[src/rtl/vt100_response_encoder_pkg.sv]
// rtl/vt100_response_encoder_pkg.sv - shared types and ASCII constants for the VT100 response encoder
package vt100_response_encoder_pkg;

  localparam int RESP_SEQ_MAX = 10;

  typedef enum logic [1:0] {
    REP_DSR = 2'd0,
    REP_CPR = 2'd1,
    REP_DA  = 2'd2
  } ReportType_t;

  typedef enum logic [2:0] {
    KEY_CHAR  = 3'd0,
    KEY_UP    = 3'd1,
    KEY_DOWN  = 3'd2,
    KEY_RIGHT = 3'd3,
    KEY_LEFT  = 3'd4
  } KeyType_t;

  typedef struct packed {
    logic [7:0] x;
    logic [7:0] y;
  } Cursor_t;

  typedef enum logic {
    IDLE = 1'b0,
    EMIT = 1'b1
  } State_t;

  localparam logic [7:0] ASCII_ESC      = 8'h1B;
  localparam logic [7:0] ASCII_LBRACKET = 8'h5B;
  localparam logic [7:0] ASCII_SEMI     = 8'h3B;
  localparam logic [7:0] ASCII_QMARK    = 8'h3F;
  localparam logic [7:0] ASCII_DIGIT0   = 8'h30;
  localparam logic [7:0] ASCII_O        = 8'h4F;

endpackage

[src/rtl/vt100_bin_to_ascii_dec.sv]
// rtl/vt100_bin_to_ascii_dec.sv - 9-bit binary to up to three ASCII decimal digits
module vt100_bin_to_ascii_dec
  import vt100_response_encoder_pkg::*;
(
  input  logic [8:0] value,
  output logic [7:0] digit_hi,
  output logic [7:0] digit_mid,
  output logic [7:0] digit_lo,
  output logic [1:0] count
);

  always_comb begin
    digit_hi  = ASCII_DIGIT0 + 8'(value / 9'd100);
    digit_mid = ASCII_DIGIT0 + 8'((value / 9'd10) % 9'd10);
    digit_lo  = ASCII_DIGIT0 + 8'(value % 9'd10);
    // count drives leading-zero suppression; a zero value still yields one digit
    if (value >= 9'd100)     count = 2'd3;
    else if (value >= 9'd10) count = 2'd2;
    else                     count = 2'd1;
  end

endmodule

[src/rtl/vt100_response_encoder.sv]
// rtl/vt100_response_encoder.sv - encodes DSR/CPR/DA reports and key events into a byte stream (option: VT100_APP_CURSOR_EN)
module vt100_response_encoder
  import vt100_response_encoder_pkg::*;
#(
  parameter int         SEQ_MAX    = RESP_SEQ_MAX,
  parameter logic [7:0] DA_OPTION  = 8'h30,
  parameter int         POS_OFFSET = 1
) (
  input  logic        clk,
  input  logic        rst,
  input  logic        reportValid,
  input  ReportType_t reportType,
  output logic        reportReady,
  input  logic        keyValid,
  input  KeyType_t    keyType,
  input  logic [7:0]  keyChar,
  output logic        keyReady,
  input  logic        appCursor,
  input  Cursor_t     cursor,
  output logic [7:0]  txData,
  output logic        txValid,
  input  logic        txReady
);

  localparam int IW = $clog2(SEQ_MAX + 1);

  State_t        state, state_next;
  logic [7:0]    seq_buf [SEQ_MAX];
  logic [IW-1:0] len, idx;
  logic [7:0]    seq [SEQ_MAX];
  logic [IW-1:0] seq_len;
  logic          report_fire, key_fire, accept, last_hs;
  logic [7:0]    arrow_intro;
  logic [8:0]    row, col;
  logic [7:0]    row_hi, row_mid, row_lo, col_hi, col_mid, col_lo;
  logic [1:0]    row_cnt, col_cnt;

  assign row = {1'b0, cursor.y} + 9'(POS_OFFSET);
  assign col = {1'b0, cursor.x} + 9'(POS_OFFSET);

  vt100_bin_to_ascii_dec u_row_dec (
    .value(row), .digit_hi(row_hi), .digit_mid(row_mid), .digit_lo(row_lo), .count(row_cnt)
  );
  vt100_bin_to_ascii_dec u_col_dec (
    .value(col), .digit_hi(col_hi), .digit_mid(col_mid), .digit_lo(col_lo), .count(col_cnt)
  );

`ifdef VT100_APP_CURSOR_EN
  assign arrow_intro = appCursor ? ASCII_O : ASCII_LBRACKET;
`else
  logic unused_app_cursor;
  assign unused_app_cursor = appCursor;
  assign arrow_intro       = ASCII_LBRACKET;
`endif

  // reports win over keys; a waiting key just sees keyReady low
  assign reportReady = (state == IDLE);
  assign keyReady    = (state == IDLE) && !reportValid;
  assign report_fire = reportValid && reportReady;
  assign key_fire    = keyValid && keyReady;
  assign accept      = report_fire || key_fire;

  assign txValid = (state == EMIT);
  assign txData  = txValid ? seq_buf[idx] : 8'h00;
  assign last_hs = txValid && txReady && (idx == len - IW'(1));

  always_comb begin
    seq     = '{default: 8'h00};
    seq_len = '0;
    if (report_fire) begin
      case (reportType)
        REP_DSR: begin
          seq[0] = ASCII_ESC; seq[1] = ASCII_LBRACKET; seq[2] = ASCII_DIGIT0; seq[3] = 8'h6E;
          seq_len = IW'(4);
        end
        REP_CPR: begin
          seq[0] = ASCII_ESC; seq[1] = ASCII_LBRACKET;
          seq_len = IW'(2);
          if (row_cnt == 2'd3) begin seq[seq_len] = row_hi;  seq_len = seq_len + IW'(1); end
          if (row_cnt >= 2'd2) begin seq[seq_len] = row_mid; seq_len = seq_len + IW'(1); end
          seq[seq_len] = row_lo;     seq_len = seq_len + IW'(1);
          seq[seq_len] = ASCII_SEMI; seq_len = seq_len + IW'(1);
          if (col_cnt == 2'd3) begin seq[seq_len] = col_hi;  seq_len = seq_len + IW'(1); end
          if (col_cnt >= 2'd2) begin seq[seq_len] = col_mid; seq_len = seq_len + IW'(1); end
          seq[seq_len] = col_lo;     seq_len = seq_len + IW'(1);
          seq[seq_len] = 8'h52;      seq_len = seq_len + IW'(1);
        end
        REP_DA: begin
          seq[0] = ASCII_ESC; seq[1] = ASCII_LBRACKET; seq[2] = ASCII_QMARK;
          seq[3] = ASCII_DIGIT0 + 8'd1; seq[4] = ASCII_SEMI; seq[5] = DA_OPTION; seq[6] = 8'h63;
          seq_len = IW'(7);
        end
        default: seq_len = '0;
      endcase
    end else if (key_fire) begin
      seq[0] = ASCII_ESC;
      seq[1] = arrow_intro;
      seq_len = IW'(3);
      case (keyType)
        KEY_CHAR:  begin seq[0] = keyChar; seq[1] = 8'h00; seq_len = IW'(1); end
        KEY_UP:    seq[2] = 8'h41;
        KEY_DOWN:  seq[2] = 8'h42;
        KEY_RIGHT: seq[2] = 8'h43;
        KEY_LEFT:  seq[2] = 8'h44;
        default:   begin seq[0] = 8'h00; seq[1] = 8'h00; seq_len = '0; end
      endcase
    end
  end

  always_comb begin
    state_next = state;
    case (state)
      IDLE: if (accept && (seq_len != '0)) state_next = EMIT;
      EMIT: if (last_hs) state_next = IDLE;
    endcase
  end

  always_ff @(posedge clk) begin
    if (rst) begin
      state <= IDLE;
      len   <= '0;
      idx   <= '0;
      for (int i = 0; i < SEQ_MAX; i++) seq_buf[i] <= 8'h00;
    end else begin
      state <= state_next;
      if (accept) begin
        seq_buf <= seq;
        len     <= seq_len;
        idx     <= '0;
      end else if (txValid && txReady) begin
        idx <= last_hs ? '0 : idx + IW'(1);
      end
    end
  end

endmodule
[config.mk]
export PLATFORM = sky130hd
export DESIGN_NAME = vt100_response_encoder
export DESIGN_NICKNAME = d
export VERILOG_FILES = /design/src/rtl/vt100_response_encoder_pkg.sv /design/src/rtl/vt100_bin_to_ascii_dec.sv /design/src/rtl/vt100_response_encoder.sv
export SDC_FILE = /design/constraint.sdc
export NUM_CORES = 1
export LEC_CHECK = 0
export ABC_AREA = 1
export CORE_AREA = 2 2 168 88
export CTS_CLUSTER_SIZE = 30
export DETAILED_ROUTE_END_ITERATION = 16
export DIE_AREA = 0 0 170 90
export HOLD_SLACK_MARGIN = 0.03
export PLACE_DENSITY = 0.86
export RECOVER_POWER = 25
export SLEW_MARGIN = 20
export SYNTH_ARGS = -nofsm -noshare
export SYNTH_HDL_FRONTEND = slang
export SYNTH_SLANG_ARGS = --single-unit
export TNS_END_PERCENT = 1
[constraint.sdc]
create_clock -name clk -period 6.52 [get_ports clk]
set_input_delay 0.652 -clock clk [delete_from_list [all_inputs] [get_ports clk]]
set_output_delay 0.652 -clock clk [all_outputs]
set_load 0.05 [all_outputs]
==> flow_summary.ini <==
[clock_network]
clk_latency_ns = 0.35
cts_tree = yes
htree_levels = 3
cts.repair.resized = 0
hold_buffers = 0
postCtsSetupBuffers = 0
clk_pin_slew_worst_paths_ns = 0.07
clk_path_buf_depth = 2
cts_buffers = 9
clkSinkCount = 89
cts_root_buf = clkbuf_16

[placed_design]
gp_congestion = 1.07
portBuffers = 44
hpwl_microns = 22900
dp.cells = 1656
dp_slack_ns = 0.338

[timing]
fmax_mhz = 166
setup_violations = 0
max-slew-margin-rel_pct = -41.0
worst_pin_slew_ns = 2.11
setup_ws_ns = 0.484
grt_setup_unrepaired = false
period_minus_slack_ns = 6.04
hold_violations = 0
skew_ns = 0.00510
tns_ns = 0
report.final.slew_viol_count = 40
min_period_over_period_pct = 92.6

[pwr]
leakage_nw = 4.45
ir_worst_vdd_mv = 0.451
p_per_area_nw_per_um2 = 278

[yosys]
synth_edf_count = 0
syn_inst = 1438
synth_top_area_share_pct = 21.2
ys_seq_area_share_pct = 21.2
synth.distinct_cells = 57
avgSynthCellArea_sq_um = 5.84
yosys_register_bits = 89
async_flop_share_pct = 0
synthFlopType = dfxtp_1
yosysTopAreaCell = dfxtp_1
netlist_area_sq_um = 8400
ys_warn_count = 0
synth.top_cells.by_area = dfxtp_1 (21%), nand2_1 (18%), inv_1 (9.2%)
synth_nets = 1517

[die]
die-area_sq_um = 15300
rows = 31
initial_core_util_pct = 60.2
core_sq_um = 14000
die_y_microns = 90
die_x_microns = 170
io_pins = 46

[global_routing]
grt_usage_pct = 38.0
grt_max_degree = 40
overflow = 0
grt_antenna_before_repair = 0
first_global_vias = 8743
grt_pass1_wl_microns = 45700

[setup_path]
cp_num_buf_inv = 9
cp.required_ns = 6.66
rr_startpoint = txValid
worst-endpoint-arrival_ns = 6.17
crit_family = buffers and inverters
cp_max_fo = 7
end_kind = flip-flop
regToRegEndpoint = seq_buf[6]
start_kind = primary input
critPathSlowestCell = o21ai_0
critical_path_class = primary input to flip-flop
r2r_cells = 6
worst_path_largest_cell_delay_ns = 0.77
rrSetupSlack_ns = 3.06

[final_layout]
final_common_cell = nand2_1
fillers = 1295
diodes = 0
regArea_sq_um = 1780
multi_input_area_sq_um = 5610
most-common-layout-cells = nand2_1 (402), inv_1 (207), nor2_1 (122)
drive_above_1_share_pct = 6.64
area_growth_syn_to_layout_pct = 12.0
fin_nets = 1565
final_cells = 1672

[worst_hold_path]
hold-path-cell-count = 2
min_to = seq_buf[38]
min_from = seq_buf[38]
hp-class = flip-flop to flip-flop

[route]
wl_per_cell_microns = 17.5
detail_route.first_pass.iterations = 6
drtIter0Drc = 1744
viasPerCell = 5.99
drtAntennaViolNets = 0
drc = 0
dr_total_vias = 10000
wl_microns = 29300

[outcome]
violations = capacitance limit, slew limit
outcome = finished, violations left

[job]
max-cap-violations = 1
==> synth_stat cells (20+ instances only) <==
library cell  instances
a21oi_1              76
a31oi_1              20
clkbuf_1             32
dfxtp_1              89
ha_1                 44
inv_1               207
nand2_1             402
nand3_1             100
nor2_1              123
o211ai_1             24
o21ai_0             112
o21ai_1              25
==> sequential cells by signal (all words and copies together) (netlist names) <==
register  flops
idx           4
len           4
seq_buf      80
txValid       1
==> cells by family (layout without fill, tap and decap cells) <==
kind of cell | count (synthesis) | in the layout | synth area share, %
other cells | 2 | 2 | 0.0894
simple gates | 694 | 694 | 35.2
flops | 89 | 89 | 21.2
compound gates | 317 | 317 | 22.1
xor+xnor | 25 | 25 | 2.96
fa+ha+maj | 44 | 44 | 6.55
buf+inv | 267 | 320 | 12.0
==> worst max-delay path by stage <==
stage                  end       from  cells after the start
2_1_floorplan  seq_buf[54]  cursor[0]                     39
3_3_place_gp   seq_buf[62]  cursor[0]                     40
3_5_place_dp   seq_buf[62]  cursor[0]                     40
4_1_cts        seq_buf[62]  cursor[0]                     40
5_1_grt        seq_buf[56]  cursor[9]                     26
6_report       seq_buf[56]  cursor[9]                     26
==> tightest hold or removal path: cells and delay by family (launching register included) <==
kind             cells  cell delay [ns]
AND/OR/NAND/NOR      2             0.10
flip-flops           1             0.31
==> area by class of cell <==
type / count / area share, %
Clock buffer: 12 / 2.73
Clock inverter: 4 / 0.372
Inverter: 233 / 9.29
Multi-Input combinational cell: 1082 / 59.6
Sequential cell: 89 / 18.9
Tap cell: 181 / 2.41
Timing Repair Buffer: 71 / 6.67
==> report_power, final <==
| part | internal (mW) | switching, mW | leakage (nW) |
|---|---|---|---|
| Clock | 0.284 | 0.230 | 0.137 |
| Sequential | 0.570 | 0.0133 | 0.722 |
| Combinational | 0.416 | 1.10 | 3.59 |
==> routing by layer <==
metal	vias up	wire length [microns]	part of all wire, %	GRT usage [%]
met4	6	449	1.5	5.70
met3	68	5180	18	17.3
li1	4792	-	-	-
met1	4459	12800	44	56.2
met5	-	281	0.96	14.0
met2	692	10600	36	49.1
==> through the flow <==
step | utilization [%] | cell area, sq um | hold slack, ns | power (mW)
2_1_floorplan | - | 8400 | 0.421 | 1.54
3_3_place_gp | 65.5 | 9140 | 0.434 | 2.00
3_5_place_dp | 65.5 | 9140 | 0.438 | 2.01
4_1_cts | 67.6 | 9430 | 0.452 | 2.52
5_1_grt | 67.4 | 9410 | 0.471 | 2.74
6_report | 67.4 | 9410 | 0.449 | 2.62
Power figures use the tool's default switching activity.
